**src/rtl/heq_lut_builder.sv**
```systemverilog
// heq_lut_builder: builds the histogram-equalization remap LUT once per frame.
// Each accepted CDF beat is scaled to ((cdf-cdfMin)*(2**DataWidth-1))/(NumPixels-cdfMin)
// with a bit-serial restoring divider, then written to the downstream LUT RAM.
// Optional feature: define HEQ_LUT_ROUND_EN for round-half-up division
// (truncating division when undefined).
module heq_lut_builder #(
    parameter int DataWidth = 8,
    parameter int NumPixels = 640*480,
    parameter int OutWidth  = $clog2(NumPixels+1)
) (
    input  logic                 i_clk,
    input  logic                 i_reset,
    input  logic                 i_start,
    input  logic [OutWidth-1:0]  i_cdf_min,
    input  logic                 i_cdf_valid,
    input  logic [OutWidth-1:0]  i_cdf,
    output logic                 o_cdf_ready,
    output logic                 o_lut_we,
    output logic [DataWidth-1:0] o_lut_addr,
    output logic [DataWidth-1:0] o_lut_data,
    output logic                 o_busy,
    output logic                 o_done
);
    localparam int NW = OutWidth + DataWidth;
    localparam int CW = $clog2(NW+1);
    localparam logic [OutWidth-1:0]  NP       = OutWidth'(NumPixels);
    localparam logic [DataWidth-1:0] LUT_MAX  = '1;
    localparam logic [NW-1:0]        SCALE    = NW'(LUT_MAX);
    localparam logic [CW-1:0]        DIV_LAST = CW'(NW-1);

    typedef enum logic [2:0] {IDLE, SETUP, WAIT_CDF, DIVIDE, WRITE, DONE} state_t;

    state_t                 state_q;
    logic [DataWidth-1:0]   bin_q;
    logic [CW-1:0]          cnt_q;
    logic                   ready_q, we_q, busy_q, done_q;
    logic [DataWidth-1:0]   addr_q, data_q;

    logic [OutWidth-1:0]    cdfmin_q, denom_q, rem_q;
    logic [NW-1:0]          num_q;

    logic [OutWidth-1:0]    cdf_clamp, diff, cdfmin_clamp, round_term, rem_d;
    logic [OutWidth:0]      rem_shift, rem_sub;
    logic [NW-1:0]          num_init, num_d;
    logic                   q_bit;

    // Clamp a quotient to the largest LUT code.
    function automatic logic [DataWidth-1:0] sat_lut(input logic [NW-1:0] q);
        return (q > SCALE) ? LUT_MAX : q[DataWidth-1:0];
    endfunction

    // Beat scaling and one restoring-division step (quotient shifts into num).
    always_comb begin
        cdf_clamp    = (i_cdf > NP) ? NP : i_cdf;
        diff         = (cdf_clamp > cdfmin_q) ? cdf_clamp - cdfmin_q : '0;
        cdfmin_clamp = (cdfmin_q > NP) ? NP : cdfmin_q;
`ifdef HEQ_LUT_ROUND_EN
        round_term   = denom_q >> 1;
`else
        round_term   = '0;
`endif
        num_init  = NW'(diff) * SCALE + NW'(round_term);
        rem_shift = {rem_q, num_q[NW-1]};
        rem_sub   = rem_shift - {1'b0, denom_q};
        q_bit     = (rem_shift >= {1'b0, denom_q});
        rem_d     = q_bit ? rem_sub[OutWidth-1:0] : rem_shift[OutWidth-1:0];
        num_d     = {num_q[NW-2:0], q_bit};
    end

    // Control FSM with registered outputs.
    always_ff @(posedge i_clk) begin
        if (i_reset) begin
            state_q <= IDLE;
            bin_q   <= '0;
            cnt_q   <= '0;
            ready_q <= 1'b0;
            we_q    <= 1'b0;
            busy_q  <= 1'b0;
            done_q  <= 1'b0;
            addr_q  <= '0;
            data_q  <= '0;
        end else begin
            we_q   <= 1'b0;
            done_q <= 1'b0;
            case (state_q)
                IDLE: begin
                    if (i_start) begin
                        busy_q  <= 1'b1;
                        bin_q   <= '0;
                        state_q <= SETUP;
                    end
                end
                SETUP: begin
                    ready_q <= 1'b1;
                    state_q <= WAIT_CDF;
                end
                WAIT_CDF: begin
                    if (i_cdf_valid) begin
                        ready_q <= 1'b0;
                        if (denom_q == '0) begin
                            we_q    <= 1'b1;
                            addr_q  <= bin_q;
                            data_q  <= bin_q;
                            state_q <= WRITE;
                        end else begin
                            cnt_q   <= '0;
                            state_q <= DIVIDE;
                        end
                    end
                end
                DIVIDE: begin
                    cnt_q <= cnt_q + 1'b1;
                    if (cnt_q == DIV_LAST) begin
                        we_q    <= 1'b1;
                        addr_q  <= bin_q;
                        data_q  <= sat_lut(num_d);
                        state_q <= WRITE;
                    end
                end
                WRITE: begin
                    if (bin_q == LUT_MAX) begin
                        done_q  <= 1'b1;
                        busy_q  <= 1'b0;
                        state_q <= DONE;
                    end else begin
                        bin_q   <= bin_q + 1'b1;
                        ready_q <= 1'b1;
                        state_q <= WAIT_CDF;
                    end
                end
                DONE: state_q <= IDLE;
                default: state_q <= IDLE;
            endcase
        end
    end

    // Datapath registers: cdfMin/denominator capture and divider state.
    always_ff @(posedge i_clk) begin
        if (state_q == IDLE && i_start) begin
            cdfmin_q <= i_cdf_min;
        end
        if (state_q == SETUP) begin
            cdfmin_q <= cdfmin_clamp;
            denom_q  <= NP - cdfmin_clamp;
        end
        if (state_q == WAIT_CDF && i_cdf_valid) begin
            num_q <= num_init;
            rem_q <= '0;
        end
        if (state_q == DIVIDE) begin
            num_q <= num_d;
            rem_q <= rem_d;
        end
    end

    assign o_cdf_ready = ready_q;
    assign o_lut_we    = we_q;
    assign o_lut_addr  = addr_q;
    assign o_lut_data  = data_q;
    assign o_busy      = busy_q;
    assign o_done      = done_q;

endmodule

```
**config.mk**
```make
export PLATFORM = sky130hd
export DESIGN_NAME = heq_lut_builder
export DESIGN_NICKNAME = d
export VERILOG_FILES = /design/src/rtl/heq_lut_builder.sv
export SDC_FILE = /design/constraint.sdc
export NUM_CORES = 1
export LEC_CHECK = 0
export ABC_AREA = 1
export BUFFER_PORTS_ARGS = -buffer_cell sky130_fd_sc_hd__buf_2
export CAP_MARGIN = 10
export CORE_UTILIZATION = 37
export DETAILED_ROUTE_END_ITERATION = 8
export GPL_TIMING_DRIVEN = 0
export PLACE_DENSITY = 0.63
export RECOVER_POWER = 100
export SYNTH_ARGS = -nofsm -noshare
export SYNTH_HDL_FRONTEND = slang
export SYNTH_SLANG_ARGS = --single-unit
```
**constraint.sdc**
```tcl
create_clock -name i_clk -period 6.6 [get_ports i_clk]
set_input_delay 0.66 -clock i_clk [delete_from_list [all_inputs] [get_ports i_clk]]
set_output_delay 0.66 -clock i_clk [all_outputs]
set_load 0.02 [all_outputs]
```
==> impl_metrics.yaml, run 1 <==
grt:
  antenna_found_initial: 1
  grt_pass1_vias: 10500
  track_usage: 0.191
  grt_pass1_wl_mm: 50.8
  grt_use_met1: 0.256
  grt_max_degree: 38
  met2_usage: 0.315
  top_usage_layer: "met2"
  grt-ovfl-total: 0
  met3_usage: 0.0251
yosys:
  synth_warnings: 0
  synth_edf_count: 84
  synth_nets: 1770
  synth-seq-area-share: 0.272
  ys_types: 48
  synthCells: 1554
  synth.ff_latch_count: 120
  synthesis.area_um2: 11900
  ys.flop_type: "edfxtp_1"
  avgSynthCellArea_um2: 7.67
  async_reset_ff_frac: 0
sta:
  period_minus_slack_ns: 6.70
  whs_ns: 0.468
  hold_violations: 0
  maxSlewViolCount: 0
  grt_setup_unrepaired: "yes"
  fin_skew_ns: 0.0135
  finalSetupViolCount: 9
  worstMarginPinSlew_ns: 1.17
  period_share: 1.01
  max_clock_freq_mhz: 149
  fin_ws_ns: -0.0952
  relSlewSlack: 0.221
cells_and_area:
  postLayoutCoreUtil: 0.475
  syn2layout_area_growth_pct: 26.2
  final_cell_mix: "nand2_1, inv_1, nor2_1"
  drive_above_1_share: 0.230
  final_common_cell: "nand2_1"
  nNetsFinal: 1910
  diodes: 0
routing:
  vias: 10700
  drt_first_pass_iters: 7
  antenna_left: 0
  wire_per_inst_um: 15.1
  drtIter0Drc: 584
  routed_wl_mm: 31.8
  viasPerCell: 5.06
  remaining_drc_errors: 0
clock_tree:
  insertion_delay_ns: 0.43
  ctsHtreeMaxLevel: 4
  cts_tree: "yes"
  clockBufferDepth: 2
  clkTransAtPathRegs_ns: 0.06
  cts_sinks: 120
  cts_hold_buf: 0
  numCtsBuffers: 17
  clockRootBuffer: "clkbuf_16"
floorplanning:
  core-area_um2: 31600
  dieArea_um2: 32900
  die_y_um: 181
  rows: 65
  fp.dieW_um: 181
  io_pins: 62
  initial_core_util: 0.377
job:
  cap_violations: 0
placement:
  dp_slack_ns: -1.17
  hpwl_mm: 24.7
  gp_congestion: 0.922
  io_buffers: 61
status:
  violations: "negative setup slack"
  status: "finished, violations left"
setup_path:
  critPathBufInv: 10
  critPathCaptureType: "flip-flop"
  critPathMaxStageDelay_ns: 0.57
  worstPathRequired_ns: 6.76
  arrival_ns: 6.86
  crit_type: "in2reg"
  critPathLaunchType: "input port"
  cp_max_fo: 10
  crit_slowest_cell: "fa_2"
  path_delay_family: "adder cells"
hold_path:
  min_path_type: "reg2reg"
[per-layer routing]
metal	vias up	share of wire
met3	58	0.043
met5	-	0.00028
met1	5039	0.46
met4	2	0.030
met2	255	0.47
li1	5316	-
[worst register-to-register path: cells and delay by family, from the launching register on]
kind	cells	cell delay [ns]
adders and majority gates	6	2.65
AOI/OAI and AO/OA	6	1.15
and+or+nand+nor	8	0.87
buffers and inverters	8	0.70
DFF	1	0.46
[kinds of logic after synthesis]
family | synth area share
flops | 0.272
simple gates | 0.219
fa+ha+maj | 0.236
compound gates | 0.124
xor+xnor | 0.0426
buf+inv | 0.106
[timing repair]
action                                  CTS  global route
gates resized for setup                 109           189
gates cloned                              1             0
setup buffers                            27            30
endpoints found under the setup margin   19            19
pin swaps                                17           112
[synth_stat cells, drive strengths merged, types with 3 or more instances]
cell,number,share of area
nor4,3,0.0016
a21oi,123,0.052
fa,85,0.14
nor2,151,0.050
o21ai,127,0.055
clkbuf,14,0.0044
a211oi,3,0.0023
o21a,3,0.0019
edfxtp,84,0.21
dfxtp,36,0.060
nand2,309,0.10
ha,89,0.093
buf,12,0.0071
nor3,17,0.0084
nand3b,5,0.0042
inv,299,0.094
nand4,33,0.017
a31oi,7,0.0037
nand3,65,0.029
xor2,34,0.025
xnor2,24,0.018
or2,13,0.0068
a21boi,4,0.0028
o21bai,4,0.0025
[per-stage QoR]
| step | std cells | TNS, ns | instance area [um^2] |
|---|---|---|---|
| 6_report | 2109 | -0.401 | 15000 |
| 5_1_grt | 2109 | -3.98 | 15000 |
| 4_1_cts | 2079 | -0.130 | 14100 |
| 3_5_place_dp | 2019 | -17.97 | 12900 |
| 3_3_place_gp | 2017 | -17.69 | 12900 |
| 2_1_floorplan | 1554 | 0 | 12100 |
[state kept, by name, indices dropped and copies added (netlist names)]
name and flops:
o_busy 1, o_done 1, state_q 3, o_lut_data 8
o_cdf_ready 1, bin_q 8, o_lut_we 1, o_lut_addr 8
cnt_q 5, denom_q 19, num_q 27, cdfmin_q 19
rem_q 19
[cell type report]
cell class / count / area, um^2
clock inverter: 12 / 103
inverter: 300 / 1150
fill: 2948 / 16600
clock buffer: 20 / 480
buffer: 26 / 160
timing repair buffer: 121 / 812
tap: 402 / 503
sequential: 120 / 3240
multi-input combinational: 1108 / 8580
[path summary, 6_finish.rpt]
path	startpoint	endpoint	slack, ns	cells past startpoint
worst max-delay path	i_cdf[4]	num_q[26]	-0.1	35
worst min-delay path	o_lut_data[0]	o_lut_data[0]	0.47	2
worst max register to register	cdfmin_q[2]	num_q[21]	0.52	28
worst min register to register	o_lut_data[0]	o_lut_data[0]	0.47	2
Power of run 1 is left out: the tool's default activity adds up to more than one toggle a clock period on the data nets, which glitch-free logic cannot reach.
==> inputs of run 2 (changes only) <==
--- a/config.mk
+++ b/config.mk
@@ -11,5 +11,4 @@
 export CORE_UTILIZATION = 37
 export DETAILED_ROUTE_END_ITERATION = 8
-export GPL_TIMING_DRIVEN = 0
 export PLACE_DENSITY = 0.63
 export RECOVER_POWER = 100
==> constraint.sdc (replaced) <==
create_clock -name i_clk -period 6.6 [get_ports i_clk]
set_input_delay 0.66 -clock i_clk [delete_from_list [all_inputs] [get_ports i_clk]]
set_output_delay 0.66 -clock i_clk [all_outputs]
set_load 0.01 [all_outputs]
==> impl_metrics.yaml, run 2 (synthesis gave the netlist of run 1 again) <==
sta:
  relSlewSlack: 0.0535
  fin_ws_ns: -0.104
  grt_setup_unrepaired: "yes"
  fin_skew_ns: 0.0177
  max_clock_freq_mhz: 149
  period_share: 1.02
  period_minus_slack_ns: 6.70
  hold_violations: 0
  maxSlewViolCount: 0
  finalSetupViolCount: 10
  worstMarginPinSlew_ns: 1.42
floorplanning:
  fp.dieW_um: 181
  rows: 65
  dieArea_um2: 32900
  core-area_um2: 31600
  initial_core_util: 0.377
  die_y_um: 181
  io_pins: 62
clock_tree:
  cts_sinks: 120
  clkTransAtPathRegs_ns: 0.06
  insertion_delay_ns: 0.43
  cts_hold_buf: 0
  clockRootBuffer: "clkbuf_16"
  clockBufferDepth: 2
  cts_tree: "yes"
  numCtsBuffers: 17
  ctsHtreeMaxLevel: 4
setup_path:
  critPathLaunchType: "input port"
  critPathCaptureType: "flip-flop"
  critPathMaxStageDelay_ns: 0.54
  path_delay_family: "adder cells"
  rrSetupSlack_ns: 0.67
  path_common_cell: "buf_6"
  crit_slowest_cell: "fa_1"
  crit_type: "in2reg"
  r2r_start: "cdfmin_q[5]"
  r2r-end: "num_q[23]"
  worstPathRequired_ns: 6.85
  r2r_cells: 29
  arrival_ns: 6.95
  cp_max_fo: 7
  critPathBufInv: 11
cells_and_area:
  final_common_cell: "nand2_1"
  largest_reg_flops: 27
  filler_cell_count: 2912
  fin_area_um2: 16400
  nNetsFinal: 2068
  syn2layout_area_growth_pct: 37.6
  drive_above_1_share: 0.328
  final_cell_mix: "nand2_1, inv_1, buf_4"
  largest-register: "num_q"
  diodes: 0
placement:
  io_buffers: 61
  gp_congestion: 0.938
  dp_slack_ns: -1.03
  hpwl_mm: 25.2
  placed_cell_area_um2: 14200
routing:
  drtIter0Drc: 696
  remaining_drc_errors: 0
  antenna_left: 0
  viasPerCell: 4.97
  vias: 11300
  wire_per_inst_um: 14.5
  drt_first_pass_iters: 5
  routed_wl_mm: 32.8
hold_path:
  min_path_type: "reg2reg"
  whs_endpoint: "o_lut_data[3]"
  hold_path_depth: 2
  hold_start: "o_lut_data[3]"
status:
  violations: "negative setup slack"
  status: "finished, violations left"
grt:
  grt_max_degree: 70
  grt-ovfl-total: 0
  track_usage: 0.201
  grt_pass1_wl_mm: 53.8
  antenna_found_initial: 0
  grt_pass1_vias: 11300
job:
  cap_violations: 0
-- run 2: cell count changes in the layout (fill, tap and decap cells not counted), sizes merged --
cell      before  now
clkinv         7    6
clkinvlp       0    5
buf          112  284
inv          305  300
bufinv         0    2
clkbuf        55   40
-- run 2: cell type report --
class / instances / area, um^2 / share of cell area
clock buffer: 19 / 433 / 0.0264
clock inverter: 13 / 148 / 0.00901
inverter: 300 / 1150 / 0.0703
multi-input combinational: 1108 / 8670 / 0.529
sequential: 120 / 3240 / 0.198
tap: 402 / 503 / 0.0307
timing repair buffer: 305 / 2250 / 0.137
-- run 2: what timing repair did --
item	CTS	global route
resized for setup	211	140
pin swaps	121	86
endpoints found under the setup margin	19	21
setup buffers	29	21
-- run 2: worst max path at each step --
| stage | startpoint | endpoint | slack (ns) | cells past startpoint |
|---|---|---|---|---|
| 3_5_place_dp | i_cdf[3] | num_q[18] | -1.03 | 34 |
| 4_1_cts | i_cdf[2] | num_q[26] | 0.0002 | 37 |
| 5_1_grt | i_cdf[2] | num_q[24] | -0.36 | 41 |
| 3_3_place_gp | i_cdf[3] | num_q[26] | -1.05 | 35 |
| 6_report | i_cdf[15] | num_q[23] | -0.10 | 36 |
| 2_1_floorplan | i_cdf[3] | num_q[26] | 0.005 | 34 |
-- run 2: per-stage QoR --
step / util / hold slack, ns / TNS (ns) / cells
floorplan: - / 0.454 / 0 / 1554
global placement: 0.449 / 0.452 / -16.47 / 2187
detailed placement: 0.449 / 0.454 / -16.02 / 2187
CTS: 0.500 / 0.463 / 0 / 2248
global route: 0.518 / 0.486 / -4.90 / 2267
finish: 0.518 / 0.464 / -0.470 / 2267
-- run 2: tightest hold or removal path: cells and delay by family, from the launching register on --
family          cells  cell delay, ns
simple gates        1            0.06
flops               1            0.31
compound gates      1            0.05
-- run 2: per-layer routing --
metal  vias to the layer above  track usage  part of all wire
li1                       5624            -                 -
met1                      5354        0.265              0.46
met2                       244        0.341              0.48
met3                        56       0.0239             0.037
met4                         0       0.0675             0.028
met5                         -            0                 0
Power of run 2 is left out for the same reason.
